### src/rtl/ram_arbiter_2m.sv
// Two-master round-robin arbiter for a single-port byte RAM. It supports a bounded
// bus lock and returns read data with a one-cycle valid strobe for each master.
module ram_arbiter_2m #(
  parameter int AW       = 8,
  parameter int DW       = 8,
  parameter int MAX_LOCK = 8
) (
  input  logic          clk,
  input  logic          rst_n,
  input  logic          m0_req,
  input  logic          m0_we,
  input  logic          m0_lock,
  input  logic [AW-1:0] m0_addr,
  input  logic [DW-1:0] m0_wdata,
  output logic          m0_gnt,
  output logic          m0_rvalid,
  input  logic          m1_req,
  input  logic          m1_we,
  input  logic          m1_lock,
  input  logic [AW-1:0] m1_addr,
  input  logic [DW-1:0] m1_wdata,
  output logic          m1_gnt,
  output logic          m1_rvalid,
  output logic [DW-1:0] rdata,
  output logic          ram_we,
  output logic [AW-1:0] ram_addr,
  output logic [DW-1:0] ram_wdata,
  input  logic [DW-1:0] ram_rdata
);

  typedef enum logic [1:0] {OWN_NONE, OWN_M0, OWN_M1} owner_e;

  localparam logic [7:0] MAX_CNT = 8'(MAX_LOCK);

  logic       last_gnt_q, last_gnt_d;
  owner_e     owner_q, owner_d;
  logic [7:0] lock_cnt_q, lock_cnt_d;
  logic [1:0] rvalid_q, rvalid_d;
  logic [1:0] gnt;
  logic [7:0] cnt_inc;

  // A lock owner below its budget wins outright. Otherwise the grant goes to the sole
  // requester, or to the master that was not granted last.
  always_comb begin
    gnt = 2'b00;
    if (owner_q == OWN_M0 && m0_req && lock_cnt_q < MAX_CNT) begin
      gnt = 2'b01;
    end else if (owner_q == OWN_M1 && m1_req && lock_cnt_q < MAX_CNT) begin
      gnt = 2'b10;
    end else begin
      case ({m1_req, m0_req})
        2'b01:   gnt = 2'b01;
        2'b10:   gnt = 2'b10;
        2'b11:   gnt = last_gnt_q ? 2'b01 : 2'b10;
        default: gnt = 2'b00;
      endcase
    end
    if (!rst_n) gnt = 2'b00;
  end

  assign cnt_inc = (lock_cnt_q >= MAX_CNT) ? MAX_CNT : lock_cnt_q + 8'd1;

  // An idle cycle or an unlocked grant drops ownership.
  always_comb begin
    last_gnt_d = last_gnt_q;
    owner_d    = OWN_NONE;
    lock_cnt_d = 8'd0;
    rvalid_d   = 2'b00;
    if (gnt[0]) begin
      last_gnt_d  = 1'b0;
      rvalid_d[0] = ~m0_we;
      if (m0_lock) begin
        owner_d    = OWN_M0;
        lock_cnt_d = (owner_q == OWN_M0) ? cnt_inc : 8'd1;
      end
    end else if (gnt[1]) begin
      last_gnt_d  = 1'b1;
      rvalid_d[1] = ~m1_we;
      if (m1_lock) begin
        owner_d    = OWN_M1;
        lock_cnt_d = (owner_q == OWN_M1) ? cnt_inc : 8'd1;
      end
    end
  end

  always_ff @(posedge clk or negedge rst_n) begin
    if (!rst_n) begin
      last_gnt_q <= 1'b1;
      owner_q    <= OWN_NONE;
      lock_cnt_q <= 8'd0;
      rvalid_q   <= 2'b00;
    end else begin
      last_gnt_q <= last_gnt_d;
      owner_q    <= owner_d;
      lock_cnt_q <= lock_cnt_d;
      rvalid_q   <= rvalid_d;
    end
  end

  assign m0_gnt    = gnt[0];
  assign m1_gnt    = gnt[1];
  assign ram_we    = (gnt[0] & m0_we) | (gnt[1] & m1_we);
  assign ram_addr  = gnt[1] ? m1_addr : m0_addr;
  assign ram_wdata = gnt[1] ? m1_wdata : m0_wdata;
  assign rdata     = ram_rdata;
  assign m0_rvalid = rvalid_q[0];
  assign m1_rvalid = rvalid_q[1];

endmodule
### config.mk
export PLATFORM = sky130hd
export DESIGN_NAME = ram_arbiter_2m
export DESIGN_NICKNAME = d
export VERILOG_FILES = /design/src/rtl/ram_arbiter_2m.sv
export SDC_FILE = /design/constraint.sdc
export NUM_CORES = 1
export LEC_CHECK = 0
export BUFFER_PORTS_ARGS = -buffer_cell sky130_fd_sc_hd__buf_4
export CAP_MARGIN = 15
export CORE_ASPECT_RATIO = 1.4
export CORE_MARGIN = 5
export CORE_UTILIZATION = 38
export CTS_CLUSTER_SIZE = 8
export DETAILED_ROUTE_END_ITERATION = 16
export PLACE_DENSITY = 0.82
export SKIP_CTS_REPAIR_TIMING = 1
export SLEW_MARGIN = 10
export SYNTH_ARGS = -nofsm -noshare
export SYNTH_HDL_FRONTEND = slang
export SYNTH_SLANG_ARGS = --single-unit
### constraint.sdc
create_clock -name clk -period 2.75 [get_ports clk]
set_clock_uncertainty 0.2 [all_clocks]
set_input_delay 0 -clock clk [delete_from_list [all_inputs] [get_ports clk]]
set_output_delay 0 -clock clk [all_outputs]
set_load 0.01 [all_outputs]
==> impl_metrics.env <==
export IMPL_clkPwrFrac=0.227
export IMPL_outcome="finished, final reports clean"
export IMPL_globalplace_congestion=0.849
export IMPL_n_antenna_cell=0
export IMPL_cts_max_path_buffers=2
export IMPL_die_w_microns=51.4
export IMPL_slew_headroom=0.654
export IMPL_p_int_w=0.000375
export IMPL_p_switching_w=0.000141
export IMPL_clock_latency_ns=0.28
export IMPL_ant_nets=0
export IMPL_multiInputGateArea_sq_um=505
export IMPL_htreeDepth=1
export IMPL_vias=949
export IMPL_cpPeakStageDelay_ns=0.57
export IMPL_cp_max_fo=19
export IMPL_syn_area_sq_um=911
export IMPL_dp_slack_ns=0.404
export IMPL_synth_avg_cell_area_sq_um=11.0
export IMPL_avgRoutedWirePerCell_microns=15.7
export IMPL_die_area_sq_mm=0.00349
export IMPL_clk_pin_slew_worst_paths_ns=0.08
export IMPL_setup_viol=0
export IMPL_leakagePower_nw=0.777
export IMPL_hpwl_mm=2.16
export IMPL_clock_fmax_mhz=377
export IMPL_swShare=0.273
export IMPL_pin_count=77
export IMPL_ys_ff_latch=13
export IMPL_worstSetupPathType="reg2out"
export IMPL_seq_area_frac_synth=0.359
export IMPL_start_kind="flop"
export IMPL_post_route_drc_count=0
export IMPL_coreArea_sq_mm=0.00234
export IMPL_use_met2=0.266
export IMPL_hold_violations=0
export IMPL_start_util=0.390
export IMPL_drv_cap=0
export IMPL_drv_slew=0
export IMPL_cts_sinks=13
export IMPL_rows=21
export IMPL_firstDrtPassIters=4
export IMPL_yosysWarnings=0
export IMPL_grt_pass1_vias=976
export IMPL_grt_met3_usage=0.102
export IMPL_root_buffer="clkbuf_4"
export IMPL_die_y_microns=67.9
export IMPL_hold_class="in2async"
export IMPL_drive_above_1_share=0.541
export IMPL_top_usage_layer="met2"
export IMPL_vias_per_cell=5.21
export IMPL_fin_ws_ns=0.0942
export IMPL_path_cells="or4_4, o31ai_4, nand3_4, mux2_4, buf_4"
export IMPL_fin_util=0.656
export IMPL_post_route_period_util=0.966
export IMPL_wirelength_mm=2.86
export IMPL_grt_pass1_wl_mm=3.98
export IMPL_cp_required_ns=2.55
export IMPL_worstPathArrival_ns=2.46
export IMPL_pwr_share_seq=0.405
export IMPL_grt_antenna_before_repair=0
export IMPL_crit_buf_inv=1
export IMPL_area_growth_pct=68.4
export IMPL_nNetsFinal=210
export IMPL_n_fill_cell=170
export IMPL_worstSetupEndpointType="primary output"
export IMPL_ys_types=34
export IMPL_use_met1=0.145
export IMPL_grt_max_degree=20
export IMPL_ir_drop_mv=0.151
export IMPL_synth_cells=83
export IMPL_gr_usage_all_layers=0.155
export IMPL_drt_iter0_drc=20
export IMPL_portBuffers=60
export IMPL_tightest_slew_ns=0.518
export IMPL_tns_ns=0
export IMPL_grt_remaining_overflow=0
export IMPL_min_period_ns=2.66
export IMPL_regArea_sq_um=327
export IMPL_p_per_area_mw_per_mm2=337
export IMPL_slowest_stage="or4_4"
export IMPL_power_frac_comb=0.367
export IMPL_critPathTopFamily="simple AND/OR/NAND/NOR gates"
export IMPL_cts_inserted_buffers=3
export IMPL_cts_tree="done"
flip-flops by register name (all words and copies together) (netlist names):
signal,cells
rvalid_q,2
lock_cnt_q,8
owner_q,2
last_gnt_q,1
path summary, 6_finish.rpt:
kind,start,end,slack [ns],cells after the start
max,lock_cnt_q[6]$_DFF_PN0_,ram_wdata[6],0.09,5
min in group clk,m1_req,owner_q[1]$_DFF_PN0_,0.09,5
min reg2reg,last_gnt_q$_DFFE_PN1P_,last_gnt_q$_DFFE_PN1P_,0.30,2
min,rst_n,last_gnt_q$_DFFE_PN1P_,0.06,2
max in group asynchronous,rst_n,lock_cnt_q[1]$_DFF_PN0_,1.35,3
max reg2reg,lock_cnt_q[6]$_DFF_PN0_,rvalid_q[0]$_DFF_PN0_,0.19,5
per-layer routing:
layer  vias to the layer above  share of wire
met2                        67           0.52
met5                         -              0
met1                       445           0.33
met3                         4           0.13
met4                         0          0.016
li1                        433              -
Yosys cell counts:
cell / n / area share
dfrtp_1: 12 / 0.33
mux2_2: 9 / 0.11
buf_4: 8 / 0.066
mux2_4: 7 / 0.12
inv_1: 5 / 0.021
a21oi_1: 4 / 0.022
nand2_1: 3 / 0.012
nand3_1: 3 / 0.016
ha_1: 2 / 0.027
nand2b_1: 2 / 0.014
nand4_1: 2 / 0.014
nor2_1: 2 / 0.0082
nor2b_1: 2 / 0.014
o21ai_0: 2 / 0.011
a211oi_1: 1 / 0.0082
a21bo_2: 1 / 0.011
a21o_1: 1 / 0.0082
a22o_1: 1 / 0.0096
a2bb2oi_1: 1 / 0.0096
a31oi_1: 1 / 0.0069
and2_1: 1 / 0.0069
buf_6: 1 / 0.012
conb_1: 1 / 0.0041
dfstp_2: 1 / 0.029
nand3_4: 1 / 0.019
nand3b_1: 1 / 0.0082
nor3b_1: 1 / 0.0082
nor4_1: 1 / 0.0069
o21bai_1: 1 / 0.0082
o311ai_0: 1 / 0.0096
o31ai_4: 1 / 0.023
or2_2: 1 / 0.0069
or4_4: 1 / 0.012
xnor2_1: 1 / 0.0096
stage by stage:
step	cell area (sq um)	hold WS, ns	std cells	power (W)
finish	1530	0.0569	182	0.000516
global route	1530	0.0785	182	0.000548
CTS	1360	-0.628	165	0.000497
detailed placement	1340	-0.325	161	0.000379
global placement	1340	-0.329	161	0.000375
floorplan	922	-0.496	86	0.000298
cells by family after synthesis:
kind of cell,after synthesis,share of synthesized area
AOI/OAI and AO/OA,15,0.128
DFF,13,0.359
other,1,0.00412
muxes,16,0.227
buffers and inverters,14,0.0989
and+or+nand+nor,21,0.147
adders and majority gates,2,0.0275
xor gates and xnor gates,1,0.00962
power groups by stage:
stage                     sequential, W  clock, W  combinational [W]
final                          0.000209  0.000117           0.000190
after detailed placement       0.000213         0           0.000167
after global placement         0.000212         0           0.000163
after floorplan                0.000211         0          0.0000869
after CTS                      0.000209  0.000121           0.000167
after global routing           0.000211  0.000133           0.000204
layout make-up:
class,count,share of cell area
well taps,23,0.0188
clock buffers,4,0.0171
repair buffers,78,0.409
flip-flops and latches,13,0.213
multi-input cells,59,0.330
inverters,5,0.0122
placed cells by master, fill, tap and decap left out, types with 3 or more instances in the layout:
cell type and count:
mux2_2 9, buf_4 61, inv_1 5, clkbuf_4 3, a21oi_1 4, dfrtp_1 12
nand3_1 3, dlygate4sd3_1 17, nand2_1 3, conb_1 4, mux2_4 7
Note: power is estimated with default switching activity, not from simulation.
